[config.mk]
export PLATFORM = sky130hd
export DESIGN_NAME = fpu_issue_ctrl
export DESIGN_NICKNAME = d
export VERILOG_FILES = /design/src/rtl/fpu_issue_ctrl.sv
export SDC_FILE = /design/constraint.sdc
export NUM_CORES = 1
export LEC_CHECK = 0
export ABC_AREA = 1
export ABC_CLOCK_PERIOD_IN_PS = 2300
export CORE_MARGIN = 5
export CORE_UTILIZATION = 37
export CTS_CLUSTER_SIZE = 8
export DETAILED_ROUTE_END_ITERATION = 16
export GPL_TIMING_DRIVEN = 0
export PLACE_DENSITY = 0.75
export SYNTH_ARGS = -nofsm -noshare
export SYNTH_HDL_FRONTEND = slang
export SYNTH_SLANG_ARGS = --single-unit
[constraint.sdc]
create_clock -name clk -period 2.3 [get_ports clk]
set_clock_uncertainty 0.15 [all_clocks]
set_input_delay 0.345 -clock clk [delete_from_list [all_inputs] [get_ports clk]]
set_output_delay 0.345 -clock clk [all_outputs]
set_load 0.005 [all_outputs]
[src/rtl/fpu_issue_ctrl.sv]
// FP issue controller: latches one FP op, counts its latency,
// captures the FPU result and pulses done for one cycle.
module fpu_issue_ctrl #(
  parameter int LAT_ADD  = 2,
  parameter int LAT_MUL  = 2,
  parameter int LAT_DIV  = 10,
  parameter int LAT_SQRT = 8,
  parameter int LAT_CVT  = 2,
  parameter int LAT_MISC = 1
) (
  input  logic        clk,
  input  logic        rst,
  input  logic        req,
  input  logic        flush,
  input  logic [31:0] op_rd1,
  input  logic [31:0] op_rd2,
  input  logic [2:0]  op_rm,
  input  logic [4:0]  op_funct5,
  input  logic [4:0]  op_tag,
  input  logic [31:0] fpu_result,
  output logic [31:0] fpu_rd1,
  output logic [31:0] fpu_rd2,
  output logic [2:0]  fpu_rm,
  output logic [4:0]  fpu_funct5,
  output logic        stall,
  output logic        done,
  output logic [31:0] result,
  output logic [4:0]  result_tag,
  output logic        busy
);

  typedef enum logic [1:0] {
    IDLE,
    BUSY,
    DONE
  } state_t;

  state_t     state;
  logic [3:0] cnt;
  logic [4:0] tag;
  logic [3:0] lat_m1;

  // cnt is loaded with L-1 so the capture edge lands at t+L
  always_comb begin
    lat_m1 = 4'(LAT_MISC - 1);
    unique case (op_funct5)
      5'b00000,
      5'b00001: lat_m1 = 4'(LAT_ADD - 1);
      5'b00010: lat_m1 = 4'(LAT_MUL - 1);
      5'b00011: lat_m1 = 4'(LAT_DIV - 1);
      5'b01011: lat_m1 = 4'(LAT_SQRT - 1);
      5'b11000,
      5'b11010: lat_m1 = 4'(LAT_CVT - 1);
      default:  lat_m1 = 4'(LAT_MISC - 1);
    endcase
  end

  always_ff @(posedge clk) begin
    if (rst) begin
      state      <= IDLE;
      cnt        <= 4'd0;
      tag        <= 5'd0;
      fpu_rd1    <= 32'd0;
      fpu_rd2    <= 32'd0;
      fpu_rm     <= 3'd0;
      fpu_funct5 <= 5'd0;
      result     <= 32'd0;
      result_tag <= 5'd0;
      done       <= 1'b0;
    end else begin
      done <= 1'b0;
      unique case (state)
        IDLE: begin
          if (req && !flush) begin
            fpu_rd1    <= op_rd1;
            fpu_rd2    <= op_rd2;
            fpu_rm     <= op_rm;
            fpu_funct5 <= op_funct5;
            tag        <= op_tag;
            cnt        <= lat_m1;
            state      <= BUSY;
          end
        end
        BUSY: begin
          if (flush) begin
            state <= IDLE;
          end else if (cnt == 4'd0) begin
            result     <= fpu_result;
            result_tag <= tag;
            done       <= 1'b1;
            state      <= DONE;
          end else begin
            cnt <= cnt - 4'd1;
          end
        end
        DONE: begin
          state <= IDLE;
        end
        default: begin
          state <= IDLE;
        end
      endcase
    end
  end

  assign busy  = (state != IDLE);
  assign stall = ~rst & req & ~flush & (state != DONE);

endmodule
==> Implementation_results.wiki <==
{| class="wikitable"
! Metric !! Value
|-
| Critical path endpoint category || output port
|-
| Achievable Freq || 535 MHz
|-
| Endpoint arrival time on the critical path || 1.37 ns
|-
| Flip-flop and latch count after synthesis || 121
|-
| Reg-to-reg startpoint || cnt[0]
|-
| Count of buffers inserted at the top-level ports || 224
|-
| Half-perimeter wire length of the detailed placement result || 10.9 mm
|-
| Critical path class || register to output port
|-
| Outcome || complete, no violations
|-
| Post-cts sizing count || 0
|-
| Number of placed instances with taps included || 929
|-
| Met1 layer usage reported by global route || 22.8%
|-
| Number of pins exceeding their max-slew limit in the final report || 0
|-
| Final RePlAce weighted congestion || 0.844
|-
| RSZ-0062 raised after global routing || false
|-
| Number of unique standard cell types used by synthesis || 23
|-
| Worst rel slew slack || 68.5%
|-
| Final Cycle Share || 81.3%
|-
| CP required || 1.80 ns
|-
| Fraction of layout instances using a drive strength above 1 || 7.60%
|-
| Type of element launching the critical path || register
|-
| Clock tree from TritonCTS || built
|-
| Iteration count of the initial detailed-routing pass || 4
|-
| Post-Syn Area || 0.00441 mm^2
|-
| Yosys warnings || 0
|-
| Endpoints failing setup || 0
|-
| Net Count, Synth || 676
|-
| Power per Cell Area || 756 mW/mm^2
|-
| List of cells traversed by the critical path || nor2_2 > inv_1 > clkdlybuf4s50_1
|-
| First-pass GRT wire length || 22.5 mm
|-
| Start point of the critical path || state[1]
|-
| Mapped Avg Cell Area || 7.85 um^2
|-
| Chip Height || 119 um
|-
| GR Util All Layers || 19.4%
|-
| Number of remaining DRC errors || 0
|-
| GRT met2 Usage || 32.5%
|-
| Busiest grt layer || met2
|-
| Final-layout setup total negative slack || 0 ns
|-
| Maximum number of pins on one net before global-route repair || 17
|-
| Routed Wire Length || 14.2 mm
|-
| Delay of the slowest cell on the worst path || 0.50 ns
|-
| Peak supply drop || 418 uV
|-
| # IOs || 225
|-
| Core Region || 0.0116 mm^2
|-
| Worst setup margin || 0.431 ns
|-
| Area delta synth->final || 67.6%
|-
| Hold bufs inserted after CTS || 0
|-
| Number of antenna violations at the first check in global routing || 0
|-
| Number of DRC violations after detailed-routing iteration 0 || 275
|-
| Clock root cell || clkbuf_16
|-
| Number of buffers on the longest clock path || 2
|-
| Part of the Yosys area used for sequential elements || 54.9%
|-
| CTS buffer count || 17
|-
| Final count of hold timing violations || 0
|-
| Via/cell ratio || 4.71
|-
| Initial Utilization || 38.2%
|-
| Post-route non-filler standard cell count || 959
|-
| Number of buffers inserted to repair setup after CTS || 0
|-
| Clock period minus worst slack || 1.87 ns
|-
| Buffer and inverter count on the worst path || 2
|-
| Clock insertion delay at the later pin of the skew report || 0.39 ns
|-
| Clock sink count || 121
|-
| Share of the core filled with cells in the final layout || 64.0%
|-
| Row count || 39
|-
| Antenna cells || 0
|-
| Via Count || 4514
|-
| H-tree depth || 4
|-
| Maximum fanout along the worst path || 3
|-
| Post-Syn Instances || 562
|-
| Clock-pin transition on the worst setup and hold timing paths || 0.05 ns
|-
| Max-cap violation count || 0
|-
| Setup Slack @ Placement || 0.0445 ns
|-
| Tightest Pin Transition || 0.473 ns
|-
| Routed wirelength normalized by instance count || 14.8 um
|-
| Via count of the first global-routing pass || 4504
|-
| Total overflow reported by the global router || 0
|-
| GR met3 Demand/Resource || 7.39%
|-
| Total die area || 0.0142 mm^2
|-
| Critical Path Slowest Stage Cell || clkdlybuf4s50_1
|-
| Top Family by Delay on Critical Path || buffers and inverters
|-
| Leakage component of the power || 0.00299 uW
|-
| Layout Nets || 919
|-
| Startpoint of the tightest hold check path || cnt[0]
|-
| Worst hold path type || register to register
|-
| Die X-Extent || 119 um
|-
| Antenna Nets Post-Route || 0
|}
## cells in the mapped netlist (all sizes together)
cell / number / area (um^2)
nor2: 243 / 935
dfxtp: 121 / 2420
o21ai: 120 / 601
buf: 18 / 175
clkbuf: 18 / 68.8
inv: 16 / 60.1
nand2: 12 / 50.1
a21oi: 5 / 25.0
nand3: 4 / 25.0
a211oi: 1 / 7.51
ha: 1 / 12.5
nand4: 1 / 6.26
nor3: 1 / 16.3
xor2: 1 / 8.76
## worst min-delay path: cells and delay by family (launching register included)
family / cells / cell delay, ns
compound gates: 1 / 0.06
flops: 1 / 0.30
simple gates: 1 / 0.06
## metal layers
metal,wire length (um),vias up
li1,-,2279
met1,5870,2012
met2,6680,201
met3,1350,22
met4,262,0
met5,0,-
## layout make-up
class / instances / area [um^2]
Inverter: 16 / 60.1
Tap cell: 143 / 179
Multi-Input combinational cell: 389 / 1690
Timing Repair Buffer: 224 / 2240
Sequential cell: 121 / 2420
Fill cell: 973 / 4170
Buffer: 36 / 244
Clock buffer: 22 / 464
Clock inverter: 8 / 97.6
## stage by stage
| stage | hold WS [ns] | power (uW) | cell area (um^2) |
|---|---|---|---|
| 2_1_floorplan | 0.264 | 2620 | 4410 |
| 3_3_place_gp | 0.306 | 3110 | 6830 |
| 3_5_place_dp | 0.320 | 3130 | 6830 |
| 4_1_cts | 0.328 | 5660 | 7400 |
| 5_1_grt | 0.343 | 5840 | 7400 |
| 6_report | 0.319 | 5600 | 7400 |
## final timing paths
kind	cells after the start	to	slack, ns
min reg2reg	2	cnt[0]	0.32
max reg2reg	8	result[5]	0.58
min	2	cnt[0]	0.32
max	3	busy	0.43
## cell families after synthesis
group	count (synthesis)	share of synthesized area (%)
simple gates	261	23.4
compound gates	126	14.3
flops	121	54.9
xor+xnor	1	0.199
buf+inv	52	6.89
fa+ha+maj	1	0.283
## placed cells by master, fill, tap and decap left out, types with 6 or more instances in the layout
cell type        synthesis  final
o21ai_0                 88     88
clkbuf_1                17     20
nand2_1                 10     10
clkdlybuf4s50_1          0    223
inv_1                   13     13
buf_6                    6      6
nor2_2                   9      9
clkbuf_16                0     17
nor2_1                 234    234
dfxtp_1                121    121
o21ai_1                 32     32
buf_2                    8      8
## flip-flops by register name, summed over array words and instances, names as in the netlist
name	count
fpu_rd1	32
fpu_rd2	32
result	32
fpu_funct5	5
result_tag	5
tag	5
cnt	4
fpu_rm	3
state	2
done	1
## where the power goes
part | internal, uW | switching, uW
registers | 2230 | 65.6
logic | 473 | 322
clock network | 1630 | 877
total | 4330 | 1260
(Power assumes the default switching activity.)
